$ cat config.mk
export PLATFORM = sky130hd
export DESIGN_NAME = shift_seq
export DESIGN_NICKNAME = d
export VERILOG_FILES = /design/src/rtl/shift_seq_pkg.sv /design/src/rtl/shift_seq_step.sv /design/src/rtl/shift_seq.sv
export SDC_FILE = /design/constraint.sdc
export NUM_CORES = 1
export LEC_CHECK = 0
export ABC_AREA = 1
export ABC_CLOCK_PERIOD_IN_PS = 2200
export CAP_MARGIN = 20
export CORE_ASPECT_RATIO = 0.7
export CORE_MARGIN = 4
export CORE_UTILIZATION = 40
export CTS_BUF_LIST = sky130_fd_sc_hd__clkbuf_16
export DETAILED_ROUTE_END_ITERATION = 8
export PLACE_DENSITY = 0.66
export SETUP_SLACK_MARGIN = 0.05
export SLEW_MARGIN = 20
export SYNTH_ARGS = -nofsm -noshare
export SYNTH_HDL_FRONTEND = slang
export SYNTH_HIERARCHICAL = 1
export SYNTH_SLANG_ARGS = --single-unit
$ cat constraint.sdc
create_clock -name clk -period 2.2 [get_ports clk]
set_input_delay 0.66 -clock clk [delete_from_list [all_inputs] [get_ports clk]]
set_output_delay 0.66 -clock clk [all_outputs]
set_load 0.01 [all_outputs]
$ cat src/rtl/shift_seq_pkg.sv
// shift_seq_pkg: shared types, constants and helpers for the operand-2 shift sequencer.
package shift_seq_pkg;

  typedef enum logic [1:0] {
    LSL = 2'b00,
    LSR = 2'b01,
    ASR = 2'b10,
    ROR = 2'b11
  } shift_type_e;

  typedef enum logic [1:0] {
    IDLE  = 2'b00,
    SHIFT = 2'b01,
    DONE  = 2'b10
  } state_e;

  localparam int MAX_ITER  = 33;
  localparam int FAST_STEP = 4;

  localparam int N_BIT = 3;
  localparam int Z_BIT = 2;
  localparam int C_BIT = 1;
  localparam int V_BIT = 0;

  // Number of single-bit steps needed for a non-zero amount. Clamping at 33
  // (LSL/LSR) and 32 (ASR) reproduces the ARM large-amount results; ROR by a
  // non-zero multiple of 32 rotates all the way round so C picks up bit 31.
  function automatic logic [5:0] iter_count(input shift_type_e t, input logic [7:0] amt);
    logic [5:0] n;
    case (t)
      LSL, LSR: n = (amt > 8'(MAX_ITER)) ? 6'(MAX_ITER) : amt[5:0];
      ASR:      n = (amt > 8'd32) ? 6'd32 : amt[5:0];
      default:  n = ((amt[4:0] == 5'd0) && (amt != 8'd0)) ? 6'd32 : {1'b0, amt[4:0]};
    endcase
    return n;
  endfunction

  // NZCV as seen by the ALU; V is never produced by the shifter.
  function automatic logic [3:0] make_flags(input logic [31:0] d, input logic c);
    logic [3:0] f;
    f        = 4'b0000;
    f[N_BIT] = d[31];
    f[Z_BIT] = ~|d;
    f[C_BIT] = c;
    f[V_BIT] = 1'b0;
    return f;
  endfunction

endpackage

$ cat src/rtl/shift_seq_step.sv
// shift_step: combinational 1..4 bit shift of one operand with carry-out.
import shift_seq_pkg::*;

module shift_step (
  input  logic [31:0]  data_i,
  input  shift_type_e  type_i,
  input  logic [2:0]   amt_i,
  output logic [31:0]  data_o,
  output logic         carry_o
);

  // Unrolled chain of single-bit steps; amt_i is always at least 1 so carry_o
  // is always the last bit that left the word.
  always_comb begin
    data_o  = data_i;
    carry_o = 1'b0;
    for (int i = 0; i < FAST_STEP; i++) begin
      if (i < int'(amt_i)) begin
        case (type_i)
          LSL: begin
            carry_o = data_o[31];
            data_o  = {data_o[30:0], 1'b0};
          end
          LSR: begin
            carry_o = data_o[0];
            data_o  = {1'b0, data_o[31:1]};
          end
          ASR: begin
            carry_o = data_o[0];
            data_o  = {data_o[31], data_o[31:1]};
          end
          default: begin
            carry_o = data_o[0];
            data_o  = {data_o[0], data_o[31:1]};
          end
        endcase
      end
    end
  end

endmodule

$ cat src/rtl/shift_seq.sv
// shift_seq: multi-cycle operand-2 shifter with request/response handshakes.
// Optional macro SHIFT_SEQ_FAST_EN: shift up to 4 bits per SHIFT cycle.
import shift_seq_pkg::*;

module shift_seq (
  input  logic        clk,
  input  logic        reset_n,
  input  logic        req_valid,
  output logic        req_ready,
  input  logic [25:0] Instr,
  input  logic [31:0] Rm,
  input  logic [31:0] Rs,
  output logic        resp_valid,
  input  logic        resp_ready,
  output logic [31:0] Rd,
  output logic [3:0]  ShifterFlags,
  output logic        busy
);

  state_e      state_q, state_d;
  logic [5:0]  cnt_q, cnt_d;
  shift_type_e type_q, type_d;
  logic [31:0] data_q, data_d;
  logic        c_q, c_d;
  logic [3:0]  flags_q, flags_d;

  logic [7:0]  req_amt;
  shift_type_e req_type;
  logic        req_pass;
  logic [5:0]  req_n;

  logic [2:0]  step_amt;
  logic [31:0] step_data;
  logic        step_c;

  // Decode the request: pick the amount source and derive the step count.
  always_comb begin
    req_amt  = Instr[4] ? Rs[7:0] : {3'b000, Instr[11:7]};
    req_type = shift_type_e'(Instr[6:5]);
    req_pass = Instr[25] | (Instr[11:4] == 8'd0) | (req_amt == 8'd0);
    req_n    = req_pass ? 6'd0 : iter_count(req_type, req_amt);
  end

`ifdef SHIFT_SEQ_FAST_EN
  assign step_amt = (cnt_q >= 6'(FAST_STEP)) ? 3'(FAST_STEP) : cnt_q[2:0];
`else
  assign step_amt = 3'd1;
`endif

  shift_step u_step (
    .data_i  (data_q),
    .type_i  (type_q),
    .amt_i   (step_amt),
    .data_o  (step_data),
    .carry_o (step_c)
  );

  // Next-state logic for the IDLE -> SHIFT -> DONE sequence.
  always_comb begin
    state_d = state_q;
    cnt_d   = cnt_q;
    type_d  = type_q;
    data_d  = data_q;
    c_d     = c_q;
    flags_d = flags_q;
    case (state_q)
      IDLE: begin
        if (req_valid) begin
          data_d = Rm;
          c_d    = 1'b0;
          type_d = req_type;
          cnt_d  = req_n;
          if (req_n == 6'd0) begin
            state_d = DONE;
            flags_d = make_flags(Rm, 1'b0);
          end else begin
            state_d = SHIFT;
          end
        end
      end
      SHIFT: begin
        data_d = step_data;
        c_d    = step_c;
        cnt_d  = cnt_q - {3'b000, step_amt};
        if (cnt_q == {3'b000, step_amt}) begin
          state_d = DONE;
          flags_d = make_flags(step_data, step_c);
        end
      end
      DONE: begin
        if (resp_ready) state_d = IDLE;
      end
      default: state_d = IDLE;
    endcase
  end

  // State and datapath registers; reset drops any in-flight request.
  always_ff @(posedge clk) begin
    if (!reset_n) begin
      state_q <= IDLE;
      cnt_q   <= 6'd0;
      type_q  <= LSL;
      data_q  <= 32'd0;
      c_q     <= 1'b0;
      flags_q <= 4'd0;
    end else begin
      state_q <= state_d;
      cnt_q   <= cnt_d;
      type_q  <= type_d;
      data_q  <= data_d;
      c_q     <= c_d;
      flags_q <= flags_d;
    end
  end

  assign req_ready    = reset_n && (state_q == IDLE);
  assign resp_valid   = (state_q == DONE);
  assign busy         = (state_q != IDLE);
  assign Rd           = data_q;
  assign ShifterFlags = flags_q;

endmodule
; ---- Word-level counts from Yosys, hierarchy flattened
; Index checks and enable logic that the tools add are counted.
[totals]
reg_bits = 46
in_bits = 94
output_inout_bits = 39
wordCells = 63
[classes]
eq_ne = 11
reduce_logical = 21
n_lt_le_gt_ge = 2
n_bitwise = 2
mux = 21
add_sub_neg = 1
[ops]
columns = cell, count
row1 = $pmux 32 s3, 1
row2 = $pmux 32 s2, 1
row3 = $reduce_or 32->1, 2
row4 = $mux 32, 1
row5 = $mux 6, 5
row6 = $pmux 6 s2, 2
row7 = $gt 8x6->1 const B, 2
row8 = $logic_not 8->1, 2
row9 = $mux 4, 3
row10 = $mux 2, 4
row11 = $mux 8, 1
row12 = $pmux 4 s2, 1
row13 = $reduce_bool 8->1, 1
row14 = $eq 2x1->1 const B, 3
row15 = $eq 2x2->1 const B, 3
row16 = $eq 6x1->1 const B, 1
row17 = $logic_not 2->1, 3
row18 = $logic_not 6->1, 1
row19 = $ne 2x2->1 const B, 3
row20 = $pmux 2 s3, 1
row21 = $sub 6x1->6 const B, 1
row22 = $logic_not 5->1, 1
row23 = $reduce_and 2->1, 2
row24 = $reduce_and 4->1, 1
row25 = other kinds (8), 12

; ---- Logic depth before layout (Yosys ltp)
[depth]
depth_word = 10
mapped_depth = 21
depth_no_buf = 20

; ---- By module
; Netlist, hierarchy kept.
[by_module_without_submodules]
columns = module, seq_area_each_um2, n_inst, cells_per_inst, area_each_um2
row1 = shift_step, 0.0, 1, 650, 3045.4
row2 = shift_seq, 900.9, 1, 356, 2547.4

; ---- Least setup slack after synthesis
; Ideal clock, no wire load.
[synth_path]
path_kind = reg2reg
start = register type_q[0]
end = register flags_q[2], in the netlist ShifterFlags[2]
slack_ps = 116
t_arrival_ps = 2020
required_time_ps = 2136
path_stages_with_launch = 20
cell_sequence = dfxtp_1 -> inv_1 -> nand2_4 -> buf_2 -> nand2_1 -> nand3_1 -> nand3_1 -> nand3_1 -> nand2_1 -> nand2_1 -> inv_2 -> nand3_1 -> nand3_1 -> nor2_1 -> nand3_1 -> nor4_1 -> nand4_1 -> nand2_1 -> nor2_1 -> nor2_1
[synth_via]
elab_chain_len = 6
elab_cells_between_ends = 8
classes_between = eq/ne: 2 / mux: 3 / reduce/logical: 3
[synth_rtl]
columns = element, line
row1 = from (decl), shift_seq.sv:22  ; shift_type_e type_q, type_d;
row2 = from (signal assigned), shift_seq.sv:109  ; type_q <= type_d;
row3 = $eq 2x2->1 (tied with other cells), --
row4 = $pmux 32 s3 (*), shift_seq_step.sv:19  ; case (type_i)
row5 = via step_data[30], shift_seq.sv:33  ; logic [31:0] step_data;
row6 = $reduce_or 32->1 (*), shift_seq_pkg.sv:43  ; f[Z_BIT] = ~|d;
row7 = $logic_not 1->1 (*), shift_seq_pkg.sv:43
row8 = $mux 4 (*), shift_seq.sv:85  ; if (cnt_q == {3'b000, step_amt}) begin
row9 = $pmux 4 s2 (*), shift_seq.sv:66  ; case (state_q)
row10 = to (signal assigned), shift_seq.sv:112  ; flags_q <= flags_d;
row11 = to (decl), shift_seq.sv:25  ; logic [3:0] flags_q, flags_d;
; The timed path passes the listed nets; every way through them passes the cells marked *. The select of a mux whose other input is x is not followed.
; A chain may end at the register's enable or synchronous reset.

; ---- Final worst setup path
[layout_path]
start = register type_q[1]
end = register flags_q[2], in the netlist ShifterFlags[2]
; The elaborated chain is that of the path after synthesis.

==> impl_metrics.yaml <==
layout:
  drive_above_1_share_pct: 24.2
  mostFrequentLayoutCell: "nand2_1"
  diodes: 0
  nNetsFinal: 1316
  stdcell_area_um2: 8250
  area_growth_pct: 47.5
  final_cell_mix: "nand2_1 (324), nand3_1 (167), buf_4 (154), clkdlybuf4s50_1 (89), inv_1 (85)"
logic_synthesis:
  syn-instance-count: 1006
  synth_top_area_share_pct: 22.4
  postSynthAreaPerCell_um2: 5.56
  synth_cell_type_count: 45
  synth_top_area_cell: "nand2_1"
  yosys-top-cells-area: "nand2_1 (22%), nand3_1 (18%), dfxtp_1 (16%), nand4_1 (6.3%), inv_1 (6.0%)"
  ys_seq_area_share_pct: 16.1
  syn_area_um2: 5590
  yosys_register_bits: 45
  ys_warn_count: 6
sta:
  fin_tns_setup_ns: -0.658
  whs_ns: 0.480
  fin_skew_ns: 0.00455
  setup_ws_ns: -0.301
  rsz0062_at_grt: "true"
  worst_slew_pin_slew_ns: 2.54
  slew_violations: 95
  hold_violations: 0
  setup_viol: 3
  max_freq_ghz: 0.400
  min_period_over_period_pct: 114
  relSlewSlack_pct: -70.1
  period_minus_slack_ns: 2.50
critical_path:
  critPathLaunchType: "flop"
  critPathKind: "reg -> reg"
  r2r_cells: 23
  critPathMaxFanout: 6
  r2r_end: "ShifterFlags[2]$_SDFFE_PN0P_"
  reg2reg_slack_ns: -0.30
  endpoint_kind: "flop"
  r2r-start: "type_q[1]$_SDFFE_PN0P_"
  critical_path_required_ns: 2.44
  crit_arrival_ns: 2.74
floorplanning:
  die_width_um: 149
  start_util_pct: 41.7
  die-area_um2: 16000
  ios: 133
  die_y_um: 107
  core-area_um2: 13400
  num_rows: 35
min_path:
  hp-start: "Rd[13]$_SDFFE_PN0P_"
  hold_class: "reg -> reg"
  worstHoldEndpoint: "Rd[13]$_SDFFE_PN0P_"
  min_path_cells: 2
clock_network:
  cts_tree: "built"
  cts_hold_buf: 0
  cts.reportedPaths.clkPinSlew_ns: 0.07
  htree_num_levels: 2
  cts_buffers: 5
  root_buffer: "clkbuf_16"
  clockBufferDepth: 2
  cts_sinks: 45
  clk_latency_ns: 0.30
routing:
  drt-initial-drc-count: 1140
  postRouteAntennaNets: 0
  wirelength_mm: 22.0
  viasPerCell: 5.54
  drc: 0
  firstDrtPassIters: 6
  via_count: 7787
  wl_per_cell_um: 15.7
pwr:
  p_per_area_nw_per_um2: 709
  vdd_ir_drop_max_uv: 396
  power_leakage_nw: 3.90
grt:
  grt_max_degree: 39
  grtUsageTotal_pct: 25.7
  gr-total-overflow: 0
  antenna_found_initial: 0
  grt_pass1_wl_mm: 34.1
  grt_pass1_vias: 6892
run:
  cap_viol_max_count: 0
outcome:
  status: "finished with violations"
  violations: "slew limit, setup timing"
placement:
  placed_cell_area_um2: 7610
  io_buffers: 90
  gp_congestion: 0.911
  dp_slack_ns: -0.331
  dp_hpwl_mm: 15.2
## through the flow
stage | std cells | power [mW] | util [%]
2_1_floorplan | 1014 | 2.90 | -
4_1_cts | 1396 | 5.36 | 58.5
3_3_place_gp | 1388 | 4.26 | 56.8
3_5_place_dp | 1388 | 4.28 | 56.8
5_1_grt | 1406 | 6.27 | 61.6
6_report | 1406 | 5.85 | 61.6
## flip-flops by register name, summed over array words and instances, names as in the netlist
signal        flops
type_q            2
ShifterFlags      3
state_q           2
cnt_q             6
Rd               32
## worst max-delay path, stage by stage, from the launching register on
cell       delay, ns
dfxtp_4         0.37
buf_6           0.10
nor2_4          0.04
buf_12          0.12
buf_12          0.12
clkbuf_16       0.16
buf_8           0.13
nand2_2         0.05
nand3_2         0.07
o21ai_2         0.07
nand2_1         0.10
nand3_2         0.09
nand2_2         0.06
nand2_2         0.08
inv_2           0.04
nand3_2         0.05
nand3_2         0.08
inv_2           0.08
nand3_2         0.07
nor3_2          0.16
nand4_1         0.14
nand2_2         0.12
nor2_1          0.05
nor2_1          0.09
## logic make-up (layout without fill, tap and decap cells)
family	Yosys count	count (layout)	share of synthesized area (%)
compound gates	101	101	11.7
simple gates	698	699	58.8
flops	45	45	16.1
buf+inv	158	364	12.8
other cells	2	10	0.134
fa+ha+maj	2	2	0.447
## routing by layer
| layer | GRT usage, % | part of all wire, % | up-vias |
|---|---|---|---|
| met5 | 0 | 0 | - |
| met4 | 5.42 | 1.7 | 0 |
| met3 | 4.69 | 10 | 39 |
| met2 | 37.3 | 42 | 403 |
| met1 | 39.2 | 47 | 3506 |
| li1 | - | - | 3839 |
## repair_timing
action | 4_1_cts | 5_1_grt
setup buffers | 0 | 8
setup endpoints to repair | 4 | 20
resized for setup | 13 | 76
pin swaps | 2 | 12
cloned | 0 | 2
## how the worst max path moves through the flow
stage                              endpoint  cells after the start                   start
4_1_cts        ShifterFlags[2]$_SDFFE_PN0P_                     19  type_q[1]$_SDFFE_PN0P_
3_3_place_gp                      req_ready                      4                 reset_n
6_report       ShifterFlags[2]$_SDFFE_PN0P_                     23  type_q[1]$_SDFFE_PN0P_
5_1_grt        ShifterFlags[2]$_SDFFE_PN0P_                     18  type_q[1]$_SDFFE_PN0P_
3_5_place_dp                      req_ready                      4                 reset_n
2_1_floorplan  ShifterFlags[2]$_SDFFE_PN0P_                     19  type_q[0]$_SDFFE_PN0P_
## synth_stat cells, drive strengths merged
cell,number
a21oi,40
a221oi,4
a31oi,5
and2,2
and3,1
buf,44
clkbuf,12
clkinv,1
conb,2
dfxtp,45
ha,2
inv,101
nand2,351
nand3,212
nand4,56
nor2,52
nor3,11
nor3b,1
nor4,10
o211ai,3
o21a,2
o21ai,23
o21bai,1
o221ai,21
o22ai,1
o31ai,1
or2,2
## cell type report
type | instances | area [um^2]
Fill cell | 1312 | 5150
Multi-Input combinational cell | 812 | 4300
Sequential cell | 45 | 908
Clock inverter | 3 | 68.8
Inverter | 102 | 403
Clock buffer | 5 | 125
Tap cell | 185 | 231
Timing Repair Buffer | 254 | 2210
## power by group
part	internal, mW	switching, mW
logic	1.74	2.03
registers	0.925	0.111
clock network	0.657	0.388
Power figures use the tool's default switching activity.
